`src/rtl/spi_frame_feeder_if.sv`:
```
// Handshake bundle between the trace packer, the frame feeder and the SPI slave.
// The master view belongs to the feeder, the slave view to everything around it.
interface spi_frame_feeder_if #(
    parameter int DEPTH_LOG2 = 3
);
    logic [7:0]          in_byte;
    logic                in_valid;
    logic                in_flush;
    logic                word_req;
    logic                frame_reset;
    logic [15:0]         tx_word;
    logic                frame_avail;
    logic [DEPTH_LOG2:0] level;
    logic                full;
    logic [15:0]         ovf_cnt;

    modport master (
        input  in_byte, in_valid, in_flush, word_req, frame_reset,
        output tx_word, frame_avail, level, full, ovf_cnt
    );

    modport slave (
        output in_byte, in_valid, in_flush, word_req, frame_reset,
        input  tx_word, frame_avail, level, full, ovf_cnt
    );
endinterface

```
`src/rtl/spi_frame_feeder.sv`:
```
// Packs trace bytes into 16-bit words, buffers whole committed frames and
// replays them word-by-word to the SPI trace slave.
module spi_frame_feeder #(
    parameter int FRAME_WORDS = 8,
    parameter int DEPTH_LOG2  = 3
) (
    input logic                clk,
    input logic                rst,
    spi_frame_feeder_if.master bus
);
    localparam int SLOTS = 1 << DEPTH_LOG2;
    localparam int WW    = (FRAME_WORDS > 1) ? $clog2(FRAME_WORDS) : 1;
    localparam int AW    = DEPTH_LOG2 + WW;

    localparam logic [WW-1:0]         LAST_WORD  = WW'(FRAME_WORDS - 1);
    localparam logic [WW-1:0]         WORD_ONE   = WW'(1);
    localparam logic [DEPTH_LOG2-1:0] FRAME_ONE  = DEPTH_LOG2'(1);
    localparam logic [DEPTH_LOG2:0]   LEVEL_ONE  = (DEPTH_LOG2 + 1)'(1);
    localparam logic [DEPTH_LOG2:0]   LEVEL_FULL = (DEPTH_LOG2 + 1)'(SLOTS);

    logic [15:0] mem [1 << AW];

    logic                  byte_phase;
    logic [7:0]            low_byte;
    logic [WW-1:0]         wr_word;
    logic [DEPTH_LOG2-1:0] wr_frame;
    logic                  drop;

    logic [WW-1:0]         rd_word;
    logic [DEPTH_LOG2-1:0] rd_frame;

    logic                  byte_in;
    logic                  frame_start;
    logic                  wr_en;
    logic                  commit;
    logic                  release_frame;
    logic [DEPTH_LOG2:0]   level_next;

    // NOTE: every signal gets a default at the top of always_comb so no path
    // leaves it unassigned and no latch is inferred.
    always_comb begin
        byte_in       = bus.in_valid && !bus.in_flush;
        frame_start   = byte_in && !byte_phase && (wr_word == '0);
        wr_en         = byte_in && byte_phase && !drop;
        commit        = wr_en && (wr_word == LAST_WORD);
        release_frame = bus.word_req && !bus.frame_reset &&
                        (bus.level != '0) && (rd_word == LAST_WORD);
        level_next    = bus.level;
        if (commit && !release_frame) begin
            level_next = bus.level + LEVEL_ONE;
        end else if (!commit && release_frame) begin
            level_next = bus.level - LEVEL_ONE;
        end
    end

    // NOTE: sequential state uses non-blocking assignments only, so every
    // register samples the pre-edge values regardless of statement order.
    always_ff @(posedge clk or posedge rst) begin
        if (rst) begin
            byte_phase  <= 1'b0;
            low_byte    <= '0;
            wr_word     <= '0;
            wr_frame    <= '0;
            drop        <= 1'b0;
            bus.ovf_cnt <= '0;
        end else if (bus.in_flush) begin
            byte_phase <= 1'b0;
            wr_word    <= '0;
            drop       <= 1'b0;
        end else if (bus.in_valid) begin
            byte_phase <= !byte_phase;
            if (!byte_phase) begin
                low_byte <= bus.in_byte;
                // Space is judged once per frame; a dropped frame stays dropped.
                if (frame_start && bus.full) begin
                    drop <= 1'b1;
                    if (bus.ovf_cnt != 16'hFFFF) begin
                        bus.ovf_cnt <= bus.ovf_cnt + 16'd1;
                    end
                end
            end else if (wr_word == LAST_WORD) begin
                wr_word <= '0;
                drop    <= 1'b0;
                if (!drop) begin
                    wr_frame <= wr_frame + FRAME_ONE;
                end
            end else begin
                wr_word <= wr_word + WORD_ONE;
            end
        end
    end

    // NOTE: the frame RAM has no reset; its contents are never read before
    // being written, and leaving it unreset lets it map onto block RAM.
    always_ff @(posedge clk) begin
        if (wr_en) begin
            mem[{wr_frame, wr_word}] <= {bus.in_byte, low_byte};
        end
    end

    always_ff @(posedge clk or posedge rst) begin
        if (rst) begin
            rd_word         <= '0;
            rd_frame        <= '0;
            bus.level       <= '0;
            bus.full        <= 1'b0;
            bus.frame_avail <= 1'b0;
            bus.tx_word     <= '0;
        end else begin
            if (bus.level != '0) begin
                bus.tx_word <= mem[{rd_frame, rd_word}];
            end
            if (bus.frame_reset) begin
                rd_word <= '0;
            end else if (bus.word_req && (bus.level != '0)) begin
                if (rd_word == LAST_WORD) begin
                    rd_word  <= '0;
                    rd_frame <= rd_frame + FRAME_ONE;
                end else begin
                    rd_word <= rd_word + WORD_ONE;
                end
            end
            bus.level       <= level_next;
            bus.full        <= (level_next == LEVEL_FULL);
            bus.frame_avail <= (level_next != '0);
        end
    end
endmodule

```
`src/flat_wrapper.sv`:
```
// flat-port wrapper written by rule: the top's interface ports become plain ports
module spi_frame_feeder_flat 
#(
    parameter int FRAME_WORDS = 8,
    parameter int DEPTH_LOG2  = 3
)
  (clk, rst, bus_in_byte, bus_in_valid, bus_in_flush, bus_word_req, bus_frame_reset, bus_tx_word, bus_frame_avail, bus_level, bus_full, bus_ovf_cnt);
  spi_frame_feeder_if #(.DEPTH_LOG2(DEPTH_LOG2)) bus_i ();
  input logic clk;
  input logic rst;
  input wire logic [$bits(bus_i.in_byte)-1:0] bus_in_byte;
  input wire logic [$bits(bus_i.in_valid)-1:0] bus_in_valid;
  input wire logic [$bits(bus_i.in_flush)-1:0] bus_in_flush;
  input wire logic [$bits(bus_i.word_req)-1:0] bus_word_req;
  input wire logic [$bits(bus_i.frame_reset)-1:0] bus_frame_reset;
  output wire logic [$bits(bus_i.tx_word)-1:0] bus_tx_word;
  output wire logic [$bits(bus_i.frame_avail)-1:0] bus_frame_avail;
  output wire logic [$bits(bus_i.level)-1:0] bus_level;
  output wire logic [$bits(bus_i.full)-1:0] bus_full;
  output wire logic [$bits(bus_i.ovf_cnt)-1:0] bus_ovf_cnt;
  assign bus_i.in_byte = bus_in_byte;
  assign bus_i.in_valid = bus_in_valid;
  assign bus_i.in_flush = bus_in_flush;
  assign bus_i.word_req = bus_word_req;
  assign bus_i.frame_reset = bus_frame_reset;
  assign bus_tx_word = bus_i.tx_word;
  assign bus_frame_avail = bus_i.frame_avail;
  assign bus_level = bus_i.level;
  assign bus_full = bus_i.full;
  assign bus_ovf_cnt = bus_i.ovf_cnt;
  spi_frame_feeder #(.FRAME_WORDS(FRAME_WORDS), .DEPTH_LOG2(DEPTH_LOG2)) u_core (.clk(clk), .rst(rst), .bus(bus_i));
endmodule
```
`config.mk`:
```
export PLATFORM = sky130hd
export DESIGN_NAME = spi_frame_feeder_flat
export DESIGN_NICKNAME = d
export VERILOG_FILES = /design/src/rtl/spi_frame_feeder_if.sv /design/src/rtl/spi_frame_feeder.sv /design/src/flat_wrapper.sv
export SDC_FILE = /design/constraint.sdc
export NUM_CORES = 1
export LEC_CHECK = 0
export ABC_CLOCK_PERIOD_IN_PS = 2500
export CAP_MARGIN = 30
export CORE_AREA = 2 2 345 347
export DETAILED_ROUTE_END_ITERATION = 10
export DIE_AREA = 0 0 347 349
export HOLD_SLACK_MARGIN = 0.12
export SETUP_SLACK_MARGIN = 0.3
export SYNTH_ARGS = -nofsm -noshare
export SYNTH_HDL_FRONTEND = slang
export SYNTH_SLANG_ARGS = --single-unit
```
`constraint.sdc`:
```
create_clock -name clk -period 2.5 [get_ports clk]
set_input_delay 0.75 -clock clk [delete_from_list [all_inputs] [get_ports clk]]
set_output_delay 0.75 -clock clk [all_outputs]
set_load 0.01 [all_outputs]
```
-- After elaboration in Yosys (flattened, before gate mapping)
Memories as Yosys holds them, arrays and structs flattened. A register that Yosys moved wholly into a read port is not among the register bits.
Cells that the tools add are included.
- memories kept: 1
- bits in writable memories: 1024
- output and inout port bits: 38
- input bits: 14
- logic and storage cells: 78
- register bits: 44
- memory list (name ; depth ; width ; read ports ; clocked after memory_dff ; wr ports ; RTL line ; RTL):
    u_core.mem ; 64 ; 16 ; 1 ; 1 ; 1 ; spi_frame_feeder.sv:21 ; logic [15:0] mem [1 << AW];
- $add $sub $neg: 7
- bitwise operators: 4
- equality and inequality tests: 5
- muxes and demuxes: 18
- reduce and logical (&&, ||, !) cells: 32
- operators by type and width (operator ; number):
    $mux W3 ; 7
    $add A16 B1 Y16 const B ; 1
    $ne A16 B16 Y1 const B ; 1
    $logic_and A1 B1 Y1 ; 13
    $add A3 B1 Y3 const B ; 4
    $reduce_and A5 Y1 ; 2
    $mux W1 ; 9
    $reduce_and A3 Y1 ; 3
    $mux W4 ; 2
    $reduce_bool A4 Y1 ; 2
    $eq A3 B3 Y1 const B ; 2
    $logic_not A1 Y1 ; 6
    $reduce_bool A2 Y1 ; 3
    $add A4 B1 Y4 const B ; 1
    $eq A4 B4 Y1 const B ; 1
    $not A1 Y1 ; 4
    $sub A4 B1 Y4 const B ; 1
    $logic_not A3 Y1 ; 1
    $ne A3 B3 Y1 const B ; 1
    $reduce_bool A3 Y1 ; 1
    $reduce_and A2 Y1 ; 1

-- Depth between registers and ports, before layout
- depth in word-level cells: 10
- mapped depth: 10
- depth with buffers taken out: 8

-- Least setup slack after synthesis
No wires, ideal clock.
- path type: input port to flip-flop
- start: input bus_in_flush
- end: memory u_core.mem[63][0], enable pin
- arrival time: 2.409 ns
- library setup time: 0.389 ns
- path buffers: 1
- setup slack: -0.298 ns
- required time: 2.111 ns
- cell stages on the path: 4
- cells stage by stage: buf_2 -> nor4_1 -> nand3_1 -> nor2_1
- word-level cells in the longest chain between the ends: 6
- ends and longest elaborated chain (element ; RTL line ; RTL):
    from (decl) ; flat_wrapper.sv:13 ; input wire logic [$bits(bus_i.in_flush)-1:0] bus_in_flush;
    $logic_not A1 Y1 ; spi_frame_feeder.sv:42 ; byte_in = bus.in_valid && !bus.in_flush;
    $logic_and A1 B1 Y1 ; spi_frame_feeder.sv:42 ;
    $logic_and A1 B1 Y1 (2 in a row) ; spi_frame_feeder.sv:44 ; wr_en = byte_in && byte_phase && !drop;
    $mux W1 ; spi_frame_feeder.sv:96 ; if (wr_en) begin
    $mux W1 (not written as such) ; spi_frame_feeder.sv:97 ; mem[{wr_frame, wr_word}] <= {bus.in_byte, low_byte};
    to (decl) ; spi_frame_feeder.sv:21 ;
No other way between the ends.

==> flow_results.xml <==
<?xml version="1.0" encoding="UTF-8"?>
<metrics>
  <group name="global_route">
    <metric name="global_route_wire_length_before_repair" unit="um">155000</metric>
    <metric name="global_route.overflow_total" unit="">0</metric>
    <metric name="track_usage" unit="">0.176</metric>
    <metric name="largest_net_degree_at_the_start_of_global_routing" unit="">66</metric>
    <metric name="grt_antenna_before_repair" unit="">4</metric>
    <metric name="first_global_vias" unit="">22200</metric>
  </group>
  <group name="worst_setup_path">
    <metric name="timing_worst_setup_path_type" unit="">flop to flop</metric>
    <metric name="critPathRequiredTime" unit="ps">3070</metric>
    <metric name="timing.critical_path.slowest_cell_delay" unit="ps">580</metric>
    <metric name="reg2reg_depth" unit="">8</metric>
    <metric name="timing.rr.end" unit="">u_core.bus.tx_word[9]</metric>
    <metric name="critical_path_buf_inv_count" unit="">3</metric>
    <metric name="cpLargestDelayFamily" unit="">multiplexers</metric>
    <metric name="critical_path_arrival" unit="ps">3370</metric>
    <metric name="setup.worst_path.end" unit="">u_core.bus.tx_word[9]</metric>
    <metric name="crit_path_max_fanout" unit="">8</metric>
    <metric name="critPathSlowestCell" unit="">sky130_fd_sc_hd__mux4_2</metric>
    <metric name="rrSetupSlack" unit="ps">-300</metric>
    <metric name="cp-end-kind" unit="">flop</metric>
    <metric name="cp.depth" unit="">8</metric>
    <metric name="critPathLaunch" unit="">u_core.rd_word[0]</metric>
    <metric name="worstReg2RegStart" unit="">u_core.rd_word[0]</metric>
    <metric name="critical_path.startpoint_type" unit="">flop</metric>
    <metric name="path_cells" unit="">buf_12, buf_12, buf_16, mux4_2, mux4_2, o22ai_2, nor3_2, a221o_1</metric>
  </group>
  <group name="clock_network">
    <metric name="cts_hold_buffers" unit="">0</metric>
    <metric name="ctsHtreeMaxLevel" unit="">3</metric>
    <metric name="tritoncts_buffers" unit="">109</metric>
    <metric name="clk_transition_reported_paths" unit="ps">60</metric>
    <metric name="clock_path_buffers" unit="">3</metric>
    <metric name="cts.sinks" unit="">1084</metric>
    <metric name="clk-insertion-delay-late" unit="ps">710</metric>
    <metric name="cts_tree" unit="">built</metric>
    <metric name="root_buffer" unit="">sky130_fd_sc_hd__clkbuf_16</metric>
  </group>
  <group name="sta">
    <metric name="worstMarginPinSlew" unit="ps">891</metric>
    <metric name="maxSlewHeadroom" unit="">0.390</metric>
    <metric name="slew_viol_final" unit="">0</metric>
    <metric name="final.period_utilization" unit="">1.12</metric>
    <metric name="final_critical_path_setup_slack" unit="ps">-295</metric>
    <metric name="achievable-frequency" unit="MHz">358</metric>
    <metric name="post-route-min-period" unit="ps">2800</metric>
    <metric name="finalHoldViolations" unit="">0</metric>
    <metric name="grt_setup_unrepaired" unit="">true</metric>
    <metric name="worst_hold_slack" unit="ps">354</metric>
    <metric name="fin_skew" unit="ps">32.0</metric>
    <metric name="setup_viol" unit="">15</metric>
  </group>
  <group name="synthesis">
    <metric name="synth_area_per_cell" unit="um^2">20.2</metric>
    <metric name="async_reset_ff_frac" unit="">0.0554</metric>
    <metric name="syn_nets" unit="">2109</metric>
    <metric name="synth.top_cells.by_area" unit="">sky130_fd_sc_hd__edfxtp_1, sky130_fd_sc_hd__mux4_2, sky130_fd_sc_hd__mux2i_1</metric>
    <metric name="warnings_from_yosys" unit="">0</metric>
    <metric name="synth-main-ff-cell" unit="">sky130_fd_sc_hd__edfxtp_1</metric>
    <metric name="ys_types" unit="">49</metric>
    <metric name="synth.yosys.seq_area_share" unit="">0.767</metric>
    <metric name="synthesis.instances" unit="">2085</metric>
    <metric name="yosys.area.top_type_share" unit="">0.731</metric>
    <metric name="synth_area" unit="um^2">42000</metric>
    <metric name="synth.largest_area_cell" unit="">sky130_fd_sc_hd__edfxtp_1</metric>
    <metric name="synth.ff_latch_count" unit="">1084</metric>
    <metric name="synth_edf_count" unit="">1024</metric>
  </group>
  <group name="routing">
    <metric name="routed_wirelength" unit="um">108000</metric>
    <metric name="routedWlPerCell" unit="um">26.6</metric>
    <metric name="detailroute.via_count" unit="">21600</metric>
    <metric name="detailedRoute.firstPassIterationCount" unit="">5</metric>
    <metric name="route.detailed.vias_per_inst" unit="">5.34</metric>
    <metric name="drcViolationCount" unit="">0</metric>
    <metric name="drt_first_iter_violations" unit="">2094</metric>
    <metric name="route.antenna.remaining_nets" unit="">0</metric>
  </group>
  <group name="layout">
    <metric name="antennaDiodeCount" unit="">0</metric>
    <metric name="syn2layout_area_growth" unit="%">23.2</metric>
    <metric name="utilization" unit="">0.441</metric>
    <metric name="final_design_area_no_fill" unit="um^2">51800</metric>
    <metric name="final_layout_size_suffix_gt1_frac" unit="">0.320</metric>
    <metric name="nNetsFinal" unit="">2438</metric>
    <metric name="layout_common_cells" unit="">sky130_fd_sc_hd__edfxtp_1, sky130_fd_sc_hd__mux2i_1, sky130_fd_sc_hd__mux4_2</metric>
    <metric name="mostFrequentLayoutCell" unit="">sky130_fd_sc_hd__edfxtp_1</metric>
  </group>
  <group name="floorplanning">
    <metric name="coreArea" unit="um^2">117000</metric>
    <metric name="ioPinCount" unit="">52</metric>
    <metric name="standard_cell_rows" unit="">126</metric>
    <metric name="die_h" unit="um">349</metric>
    <metric name="die_w" unit="um">347</metric>
    <metric name="initial_core_util" unit="">0.358</metric>
    <metric name="die-area" unit="um^2">121000</metric>
  </group>
  <group name="outcome">
    <metric name="violated_checks" unit="">negative setup slack</metric>
    <metric name="outcome" unit="">complete, but fails checks</metric>
  </group>
  <group name="placement">
    <metric name="placed_cell_area" unit="um^2">47200</metric>
    <metric name="port_buffers" unit="">51</metric>
    <metric name="post-dp-hpwl" unit="um">67100</metric>
    <metric name="gp_congestion" unit="">0.888</metric>
  </group>
  <group name="power_and_ir_drop">
    <metric name="p_per_area" unit="nW/um^2">758</metric>
    <metric name="power_leakage" unit="uW">0.0162</metric>
    <metric name="max_vdd_drop" unit="V">0.000625</metric>
  </group>
  <group name="hold_path">
    <metric name="holdCritPathClass" unit="">primary input to flop</metric>
  </group>
  <group name="run">
    <metric name="cap_viol_max_count" unit="">0</metric>
  </group>
</metrics>
-- flip-flops by register name, indices dropped and copies added (netlist names), 3 cells and up --
register	cells
u_core.mem	1024
u_core.bus.ovf_cnt	16
u_core.bus.tx_word	16
u_core.low_byte	8
u_core.bus.level	4
u_core.rd_frame	3
u_core.rd_word	3
u_core.wr_frame	3
u_core.wr_word	3
-- Yosys cell counts (5+ instances only) --
cell,count
sky130_fd_sc_hd__a2111oi_0,16
sky130_fd_sc_hd__a211oi_1,30
sky130_fd_sc_hd__a21oi_1,6
sky130_fd_sc_hd__a221o_1,15
sky130_fd_sc_hd__a22o_1,15
sky130_fd_sc_hd__a22oi_1,77
sky130_fd_sc_hd__a31oi_1,16
sky130_fd_sc_hd__and3_1,6
sky130_fd_sc_hd__buf_1,11
sky130_fd_sc_hd__buf_2,51
sky130_fd_sc_hd__buf_4,5
sky130_fd_sc_hd__clkbuf_1,46
sky130_fd_sc_hd__dfrtp_1,60
sky130_fd_sc_hd__edfxtp_1,1024
sky130_fd_sc_hd__ha_1,10
sky130_fd_sc_hd__inv_1,6
sky130_fd_sc_hd__mux2_2,25
sky130_fd_sc_hd__mux2i_1,197
sky130_fd_sc_hd__mux4_2,168
sky130_fd_sc_hd__nand2_1,30
sky130_fd_sc_hd__nand3_1,26
sky130_fd_sc_hd__nand4_1,5
sky130_fd_sc_hd__nor2_1,77
sky130_fd_sc_hd__nor2b_1,34
sky130_fd_sc_hd__nor3_1,18
sky130_fd_sc_hd__o211ai_1,16
sky130_fd_sc_hd__o21ai_0,17
sky130_fd_sc_hd__o22ai_1,16
sky130_fd_sc_hd__xnor2_1,20
-- where the power goes --
part | switching (uW) | internal [uW] | leakage [uW]
combinational | 1250 | 731 | 0.00448
clock | 6990 | 9590 | 0.00176
sequential | 338 | 20400 | 0.00994
-- cell families after synthesis --
kind of cell    count (synthesis)  synth area share
compound gates                226            0.0400
buf+inv                       123            0.0138
flops                        1084             0.767
simple gates                  229            0.0277
mux                           390             0.144
fa+ha+maj                      10           0.00298
xor+xnor                       23           0.00479
-- repair_timing --
| action | CTS | global route |
|---|---|---|
| gates cloned | 2 | 4 |
| endpoints found under the setup margin | 272 | 157 |
| buffers inserted | 35 | 8 |
| gates resized for setup | 150 | 50 |
| hold endpoints to repair | 0 | 0 |
| pin swaps | 11 | 10 |
-- per-stage QoR --
stage               setup TNS, ps  instances  power (uW)  worst slack, ps
floorplan                 -140410       2085       21700             -203
global placement          -417090       3786       22900             -552
detailed placement        -424560       3790       22900             -473
CTS                         -3360       4034       39500             -244
finish                      -3870       4046       39300             -295
global route                -4510       4046       40400             -322
-- how the worst min path moves through the flow --
stage,startpoint,endpoint,slack [ps],depth (start not counted)
after floorplan,u_core.bus.ovf_cnt[13],u_core.bus.ovf_cnt[13],520,1
after global placement,u_core.bus.ovf_cnt[13],u_core.bus.ovf_cnt[13],480,1
after detailed placement,u_core.bus.ovf_cnt[5],u_core.bus.ovf_cnt[5],490,1
after CTS,bus_in_byte[3],u_core.mem[19][11],310,1
after global routing,bus_in_byte[3],u_core.mem[7][11],330,1
final,bus_in_byte[3],u_core.mem[7][11],350,1
-- routing by layer --
metal / global-route usage / up-vias / routed length [um]
met5: 0 / - / 0
met4: 0.0501 / 0 / 2780
met3: 0.0400 / 149 / 7690
met2: 0.290 / 769 / 52800
met1: 0.233 / 11400 / 44400
li1: - / 9305 / -
-- layout make-up --
| class | instances | area (um^2) |
|---|---|---|
| Clock buffer | 131 | 2830 |
| Clock inverter | 76 | 817 |
| Fill cell | 9877 | 65700 |
| Inverter | 6 | 22.5 |
| Multi-Input combinational cell | 878 | 9690 |
| Sequential cell | 1084 | 32300 |
| Tap cell | 1536 | 1920 |
| Timing Repair Buffer | 335 | 4230 |
Note: power is estimated with default switching activity, not from simulation.
